$ cat src/rtl/gfx_pkg.sv
// gfx_pkg: shared colour and XGA timing constants for the draw pipeline
package gfx_pkg;
  localparam int RGB_W = 12;
  localparam logic [RGB_W-1:0] KEY_COLOR_DEF = 12'h0F0;
  localparam int XGA_H_ACTIVE = 1024;
  localparam int XGA_V_ACTIVE = 768;
  localparam int GFX_CNT_W = 11;
endpackage

$ cat src/rtl/layer_addr_gen.sv
// layer_addr_gen: stage-1 hit test and ROM address for a single layer
module layer_addr_gen
  import gfx_pkg::*;
#(
  parameter int IMG_W = 64,
  parameter int IMG_H = 64,
  parameter int ADDR_W = 12,
  parameter int CNT_W = GFX_CNT_W
) (
  input  logic              pclk,
  input  logic              rst,
  input  logic              en,
  input  logic              tile,
  input  logic [CNT_W-1:0]  xpos,
  input  logic [CNT_W-1:0]  ypos,
  input  logic [CNT_W-1:0]  hcount,
  input  logic [CNT_W-1:0]  vcount,
  output logic [ADDR_W-1:0] pixel_addr,
  output logic              hit
);
  localparam int WB = $clog2(IMG_W);
  localparam int HB = $clog2(IMG_H);
  localparam logic [CNT_W:0] IW = (CNT_W+1)'(IMG_W);
  localparam logic [CNT_W:0] IH = (CNT_W+1)'(IMG_H);
  logic [CNT_W-1:0] rx, ry;
  logic in_x, in_y;
  logic [ADDR_W-1:0] addr_d, addr_q;
  logic hit_d, hit_q;
  // Offsets wrap modulo the image in both modes; the extra sum bit keeps edge sprites from wrapping
  always_comb begin
    rx = hcount - xpos;
    ry = vcount - ypos;
    in_x = {1'b0, hcount} >= {1'b0, xpos} && {1'b0, hcount} < {1'b0, xpos} + IW;
    in_y = {1'b0, vcount} >= {1'b0, ypos} && {1'b0, vcount} < {1'b0, ypos} + IH;
    hit_d = en && (tile || (in_x && in_y));
    addr_d = {ry[HB-1:0], rx[WB-1:0]};
  end
  // Register address toward the ROM and the hit flag that travels with it
  always_ff @(posedge pclk) begin
    if (!rst) begin
      addr_q <= '0;
      hit_q <= 1'b0;
    end else begin
      addr_q <= addr_d;
      hit_q <= hit_d;
    end
  end
  assign pixel_addr = addr_q;
  assign hit = hit_q;
endmodule

$ cat src/rtl/layer_compositor.sv
// layer_compositor: N-layer priority compositor with colour-key transparency over an XGA stream
module layer_compositor
  import gfx_pkg::*;
#(
  parameter int NUM_LAYERS = 4,
  parameter int IMG_W = 64,
  parameter int IMG_H = 64,
  parameter int ADDR_W = 12,
  parameter int CNT_W = GFX_CNT_W,
  parameter int H_ACTIVE = XGA_H_ACTIVE,
  parameter int V_ACTIVE = XGA_V_ACTIVE,
  parameter logic [RGB_W-1:0] KEY_COLOR = KEY_COLOR_DEF
) (
  input  logic                         pclk,
  input  logic                         rst,
  input  logic [CNT_W-1:0]             hcount_in,
  input  logic [CNT_W-1:0]             vcount_in,
  input  logic                         hsync_in,
  input  logic                         vsync_in,
  input  logic                         hblnk_in,
  input  logic                         vblnk_in,
  input  logic [RGB_W-1:0]             rgb_in,
  input  logic [NUM_LAYERS-1:0]        layer_en,
  input  logic [NUM_LAYERS-1:0]        layer_tile,
  input  logic [NUM_LAYERS*CNT_W-1:0]  xpos,
  input  logic [NUM_LAYERS*CNT_W-1:0]  ypos,
  output logic [NUM_LAYERS*ADDR_W-1:0] pixel_addr,
  input  logic [NUM_LAYERS*RGB_W-1:0]  rgb_pixel,
  output logic [CNT_W-1:0]             hcount_out,
  output logic [CNT_W-1:0]             vcount_out,
  output logic                         hsync_out,
  output logic                         vsync_out,
  output logic                         hblnk_out,
  output logic                         vblnk_out,
  output logic [RGB_W-1:0]             rgb_out,
  output logic                         frame_ended
);
  localparam int TW = 2*CNT_W + 4 + RGB_W;
  logic [NUM_LAYERS-1:0] en_d, en_q, tile_d, tile_q, hit1, hit2_d, hit2_q;
  logic [NUM_LAYERS*CNT_W-1:0] xpos_d, xpos_q, ypos_d, ypos_q;
  logic [TW-1:0] t1_d, t1_q, t2_d, t2_q;
  logic [TW-RGB_W-1:0] t3_d, t3_q;
  logic [RGB_W-1:0] rgb_d, rgb_q;
  logic fe_d, fe_q, cap;
  for (genvar i = 0; i < NUM_LAYERS; i++) begin : g_layer
    layer_addr_gen #(.IMG_W(IMG_W), .IMG_H(IMG_H), .ADDR_W(ADDR_W), .CNT_W(CNT_W)) u_gen (
      .pclk(pclk), .rst(rst), .en(en_q[i]), .tile(tile_q[i]),
      .xpos(xpos_q[i*CNT_W +: CNT_W]), .ypos(ypos_q[i*CNT_W +: CNT_W]),
      .hcount(hcount_in), .vcount(vcount_in),
      .pixel_addr(pixel_addr[i*ADDR_W +: ADDR_W]), .hit(hit1[i])
    );
  end
  // Layer settings latch only at the start of vertical blank so a frame never tears
  always_comb begin
    cap = hcount_in == '0 && vcount_in == CNT_W'(V_ACTIVE);
    en_d = cap ? layer_en : en_q;
    tile_d = cap ? layer_tile : tile_q;
    xpos_d = cap ? xpos : xpos_q;
    ypos_d = cap ? ypos : ypos_q;
  end
  // Timing/background delay line; stage 2 lines up with the ROM data
  always_comb begin
    t1_d = {hcount_in, vcount_in, hsync_in, vsync_in, hblnk_in, vblnk_in, rgb_in};
    t2_d = t1_q;
    hit2_d = hit1;
    t3_d = t2_q[TW-1:RGB_W];
    fe_d = t2_q[TW-1 -: CNT_W] == CNT_W'(H_ACTIVE - 1) && t2_q[TW-CNT_W-1 -: CNT_W] == CNT_W'(V_ACTIVE - 1);
  end
  // Priority mux: later (higher-index) opaque layers overwrite earlier ones; blanking forces black
  always_comb begin
    rgb_d = t2_q[RGB_W-1:0];
    for (int k = 0; k < NUM_LAYERS; k++)
      if (hit2_q[k] && rgb_pixel[k*RGB_W +: RGB_W] != KEY_COLOR) rgb_d = rgb_pixel[k*RGB_W +: RGB_W];
    rgb_d = (t2_q[RGB_W+1] || t2_q[RGB_W]) ? '0 : rgb_d;
  end
  // Pipeline and shadow registers
  always_ff @(posedge pclk) begin
    if (!rst) begin
      en_q <= '0;
      tile_q <= '0;
      xpos_q <= '0;
      ypos_q <= '0;
      t1_q <= '0;
      t2_q <= '0;
      t3_q <= '0;
      hit2_q <= '0;
      rgb_q <= '0;
      fe_q <= 1'b0;
    end else begin
      en_q <= en_d;
      tile_q <= tile_d;
      xpos_q <= xpos_d;
      ypos_q <= ypos_d;
      t1_q <= t1_d;
      t2_q <= t2_d;
      t3_q <= t3_d;
      hit2_q <= hit2_d;
      rgb_q <= rgb_d;
      fe_q <= fe_d;
    end
  end
  assign {hcount_out, vcount_out, hsync_out, vsync_out, hblnk_out, vblnk_out} = t3_q;
  assign rgb_out = rgb_q;
  assign frame_ended = fe_q;
endmodule

$ cat config.mk
export PLATFORM = sky130hd
export DESIGN_NAME = layer_compositor
export DESIGN_NICKNAME = d
export VERILOG_FILES = /design/src/rtl/gfx_pkg.sv /design/src/rtl/layer_addr_gen.sv /design/src/rtl/layer_compositor.sv
export SDC_FILE = /design/constraint.sdc
export NUM_CORES = 1
export LEC_CHECK = 0
export CELL_PAD_IN_SITES_DETAIL_PLACEMENT = 1
export CELL_PAD_IN_SITES_GLOBAL_PLACEMENT = 1
export CORE_UTILIZATION = 41
export CTS_CLUSTER_DIAMETER = 30
export DETAILED_ROUTE_END_ITERATION = 10
export PLACE_DENSITY_LB_ADDON = 0.1
export SETUP_SLACK_MARGIN = 0.4
export SLEW_MARGIN = 40
export SYNTH_ARGS = -nofsm -noshare
export SYNTH_HDL_FRONTEND = slang
export SYNTH_SLANG_ARGS = --single-unit
export TNS_END_PERCENT = 20
$ cat constraint.sdc
create_clock -name pclk -period 3.72 [get_ports pclk]
set_clock_uncertainty 0.1 [all_clocks]
set_input_delay 0.744 -clock pclk [delete_from_list [all_inputs] [get_ports pclk]]
set_output_delay 0.744 -clock pclk [all_outputs]
set_load 0.02 [all_outputs]
==> impl_metrics.env <==
export IMPL_slew_headroom=0.5011
export IMPL_post_route_min_period_ps=2984
export IMPL_grt_pass1_wl_microns=67080
export IMPL_critPathLaunch="vcount_in[2]"
export IMPL_cts_resized=0
export IMPL_path_max_fanout=24
export IMPL_cp_arrival_ps=3360
export IMPL_ys_seq_area_frac=0.4132
export IMPL_power_density_nw_per_um2=488.1
export IMPL_die_w_microns=179.6
export IMPL_hold_buffers=0
export IMPL_rsz0062_at_grt="no"
export IMPL_cts_setup_buffers=0
export IMPL_p_switching_w=0.002179
export IMPL_finalSetupTns_ps=0
export IMPL_yosys_warnings=0
export IMPL_num_vias=11820
export IMPL_coreArea_sq_um=30830
export IMPL_io_pins=271
export IMPL_nets=2144
export IMPL_synth_cell_types=64
export IMPL_htreeDepth=2
export IMPL_drt_total_wl_microns=42600
export IMPL_max_freq_mhz=335.1
export IMPL_leakage_nw=7.055
export IMPL_fin_crit_sh=0.8021
export IMPL_p_seq_frac=0.333
export IMPL_syn_area_sq_um=12940
export IMPL_cp_required_ps=4090
export IMPL_violations="design-rule violations"
export IMPL_max_cap_violations=0
export IMPL_grt_max_degree=101
export IMPL_cp_start_kind="input pin"
export IMPL_root_buffer="clkbuf_16"
export IMPL_report_final_setup_viol=0
export IMPL_finalPower_w=0.008941
export IMPL_synth_seq_cells=267
export IMPL_portBuffers=270
export IMPL_hp_start="t1_q[15]$_SDFF_PN0_"
export IMPL_routedWlPerCell_microns=18.82
export IMPL_clock_sinks=267
export IMPL_utilization=0.5942
export IMPL_async_flop_share=0
export IMPL_drtPass1Iterations=7
export IMPL_globalplace_congestion=0.8516
export IMPL_final_hold_viol_count=0
export IMPL_dieArea_sq_um=32270
export IMPL_critical_path_endpoint_type="register"
export IMPL_clkPwrFrac=0.573
export IMPL_grt_pass1_vias=12920
export IMPL_maxSlewViolCount=0
export IMPL_synth_avg_cell_area_sq_um=8.613
export IMPL_via_per_inst=5.224
export IMPL_top_layer="met4"
export IMPL_die_y_microns=179.6
export IMPL_clk_pin_slew_ps=50
export IMPL_clk_path_buf_depth=3
export IMPL_drtIter0Drc=419
export IMPL_syn_nets=1830
export IMPL_combPwrFrac=0.094
export IMPL_grt_total_usage=0.2624
export IMPL_status="finished, violations left"
export IMPL_worstRegToRegCells=8
export IMPL_wl_met3_microns=2062
export IMPL_netSwitchingFraction=0.2437
export IMPL_holdPathEnd="t2_q[15]$_SDFF_PN0_"
export IMPL_whs_path_depth=1
export IMPL_dr_wl_met2_microns=21030
export IMPL_path_class="input pin to register"
export IMPL_reg2reg_from="xpos_q[7]$_SDFFE_PN0P_"
export IMPL_cts_tree="done"
export IMPL_cts_buffers=59
export IMPL_dp_hpwl_microns=30430
export IMPL_synth_edf_count=0
export IMPL_synthCells=1502
export IMPL_num_rows=64
export IMPL_reg2reg_slack_ps=1240
export IMPL_drc=42
export IMPL_syn_to_final_growth_pct=41.61
export IMPL_hold_class="register to register"
export IMPL_overflow=0
export IMPL_rr_endpoint="g_layer[0].u_gen.hit$_SDFF_PN0_"
export IMPL_fillers=3505
export IMPL_worst_pin_slew_ps=746.5
export IMPL_p_int_w=0.006762
export IMPL_clk_latency_ps=570
export IMPL_m1WireLength_microns=18030
export IMPL_drtAntennaViolNets=0
export IMPL_antenna_found_initial=2
export IMPL_start_util=0.4196
export IMPL_drive_gt1_frac=0.08467
export IMPL_ir_drop_v=0.0003779
export IMPL_synth_ff_type="dfxtp_1"
[cells in the final DEF (no fill, tap or decap), types with 10 or more instances in the layout]
cell / count
inv_1: 122
a211oi_1: 26
ha_1: 136
a21oi_1: 156
nor3_1: 31
buf_4: 31
clkinv_2: 11
and2_1: 106
o21a_1: 11
nand2_1: 235
dfxtp_1: 267
xnor2_1: 26
nor4_1: 11
clkdlybuf4s50_1: 269
o21ai_0: 40
nor3b_1: 12
inv_6: 10
a21o_1: 13
clkbuf_16: 60
a21boi_0: 12
nor2_1: 68
nand3_1: 29
nor2b_1: 21
nand2b_1: 12
[worst max path at each step]
stage	to	slack, ps
final	ypos_q[22]$_SDFFE_PN0P_	740
after global routing	ypos_q[37]$_SDFFE_PN0P_	610
after detailed placement	ypos_q[19]$_SDFFE_PN0P_	150
after CTS	ypos_q[19]$_SDFFE_PN0P_	710
after floorplan	en_q[0]$_SDFFE_PN0P_	1120
after global placement	ypos_q[2]$_SDFFE_PN0P_	210
[cells by family (layout without fill, tap and decap cells)]
logic type / count (synthesis) / in the layout / synth area share
AOI/OAI and AO/OA: 311 / 311 / 0.1487
adders and majority gates: 144 / 144 / 0.1439
muxes: 5 / 5 / 0.003869
and+or+nand+nor: 564 / 564 / 0.2150
other: 0 / 1 / 0
DFF: 267 / 267 / 0.4132
buffers and inverters: 180 / 544 / 0.05436
xor gates and xnor gates: 31 / 31 / 0.02099
[per-layer routing]
layer | track usage | vias up
li1 | - | 5761
met1 | 0.3080 | 5668
met2 | 0.4709 | 302
met3 | 0.04781 | 90
met4 | 0.1052 | 0
met5 | 0 | -
[worst max-delay path: stages]
cell and delay (ps):
clkdlybuf4s50_1 680, nor4_1 660, nand4_1 230, buf_4 210
nor4_4 190, buf_4 200, buf_12 170, nand2_1 120
a21oi_1 140
[area by class of cell]
cell class / instances / area, sq um / share of cell area
timing repair buffer: 310 / 3110 / 0.1698
clock buffer: 72 / 1617 / 0.08825
multi-input combinational: 1055 / 6900 / 0.3767
tap: 396 / 495.5 / 0.02705
inverter: 123 / 464.2 / 0.02534
clock inverter: 39 / 384.1 / 0.02097
sequential: 267 / 5345 / 0.2918
antenna: 1 / 2.502 / 0.0001366
[cell usage after synthesis (5+ instances only)]
cell	instances	area (sq um)
xor2_1	5	43.79
clkbuf_1	44	165.2
a31oi_1	5	31.28
a21oi_1	156	780.8
ha_1	136	1702
o21a_1	11	82.58
nor4_1	11	68.82
nor3b_1	12	90.09
nand2_1	235	882.1
dfxtp_1	267	5345
nand2b_1	12	75.07
buf_2	10	50.05
mux2i_1	5	50.05
nor2_1	68	255.2
a21o_1	13	97.59
nand3_1	29	145.1
inv_1	122	457.9
and3_1	7	43.79
nor2b_1	21	131.4
a211oi_1	26	195.2
xnor2_1	26	227.7
a21boi_0	12	90.09
nor3_1	31	155.2
o21ai_0	40	200.2
fa_1	8	160.2
nand4_1	9	56.30
and2_1	106	663.1
[power by group through the flow]
stage / Sequential [W] / Clock, W / Combinational (W)
2_1_floorplan: 0.00308 / 0 / 0.000304
3_3_place_gp: 0.00303 / 0 / 0.000806
3_5_place_dp: 0.00303 / 0 / 0.000828
4_1_cts: 0.00298 / 0.00519 / 0.000843
5_1_grt: 0.00298 / 0.00535 / 0.000909
6_report: 0.00298 / 0.00512 / 0.000840
[flip-flops by register name, indices dropped and copies added, names as in the netlist]
signal / cells
en_q: 4
frame_ended: 1
xpos_q: 44
t2_q: 38
tile_q: 4
hit2_q: 4
t1_q: 38
rgb_out: 12
ypos_q: 44
g_layer.u_gen.pixel_addr: 48
g_layer.u_gen.hit: 4
t3_q: 26
[stage by stage]
stage                     instance area [sq um]  setup WS [ps]  hold WS (ps)  cells
after floorplan                           12940           1115         311.9   1502
after global placement                    16320          213.8         313.9   2151
after detailed placement                  16320          154.3         319.9   2151
after CTS                                 18320          712.1         333.8   2262
after global routing                      18320          612.7         337.1   2262
final                                     18320          736.2         330.1   2263
No activity file was read; power rests on OpenSTA's default activity.
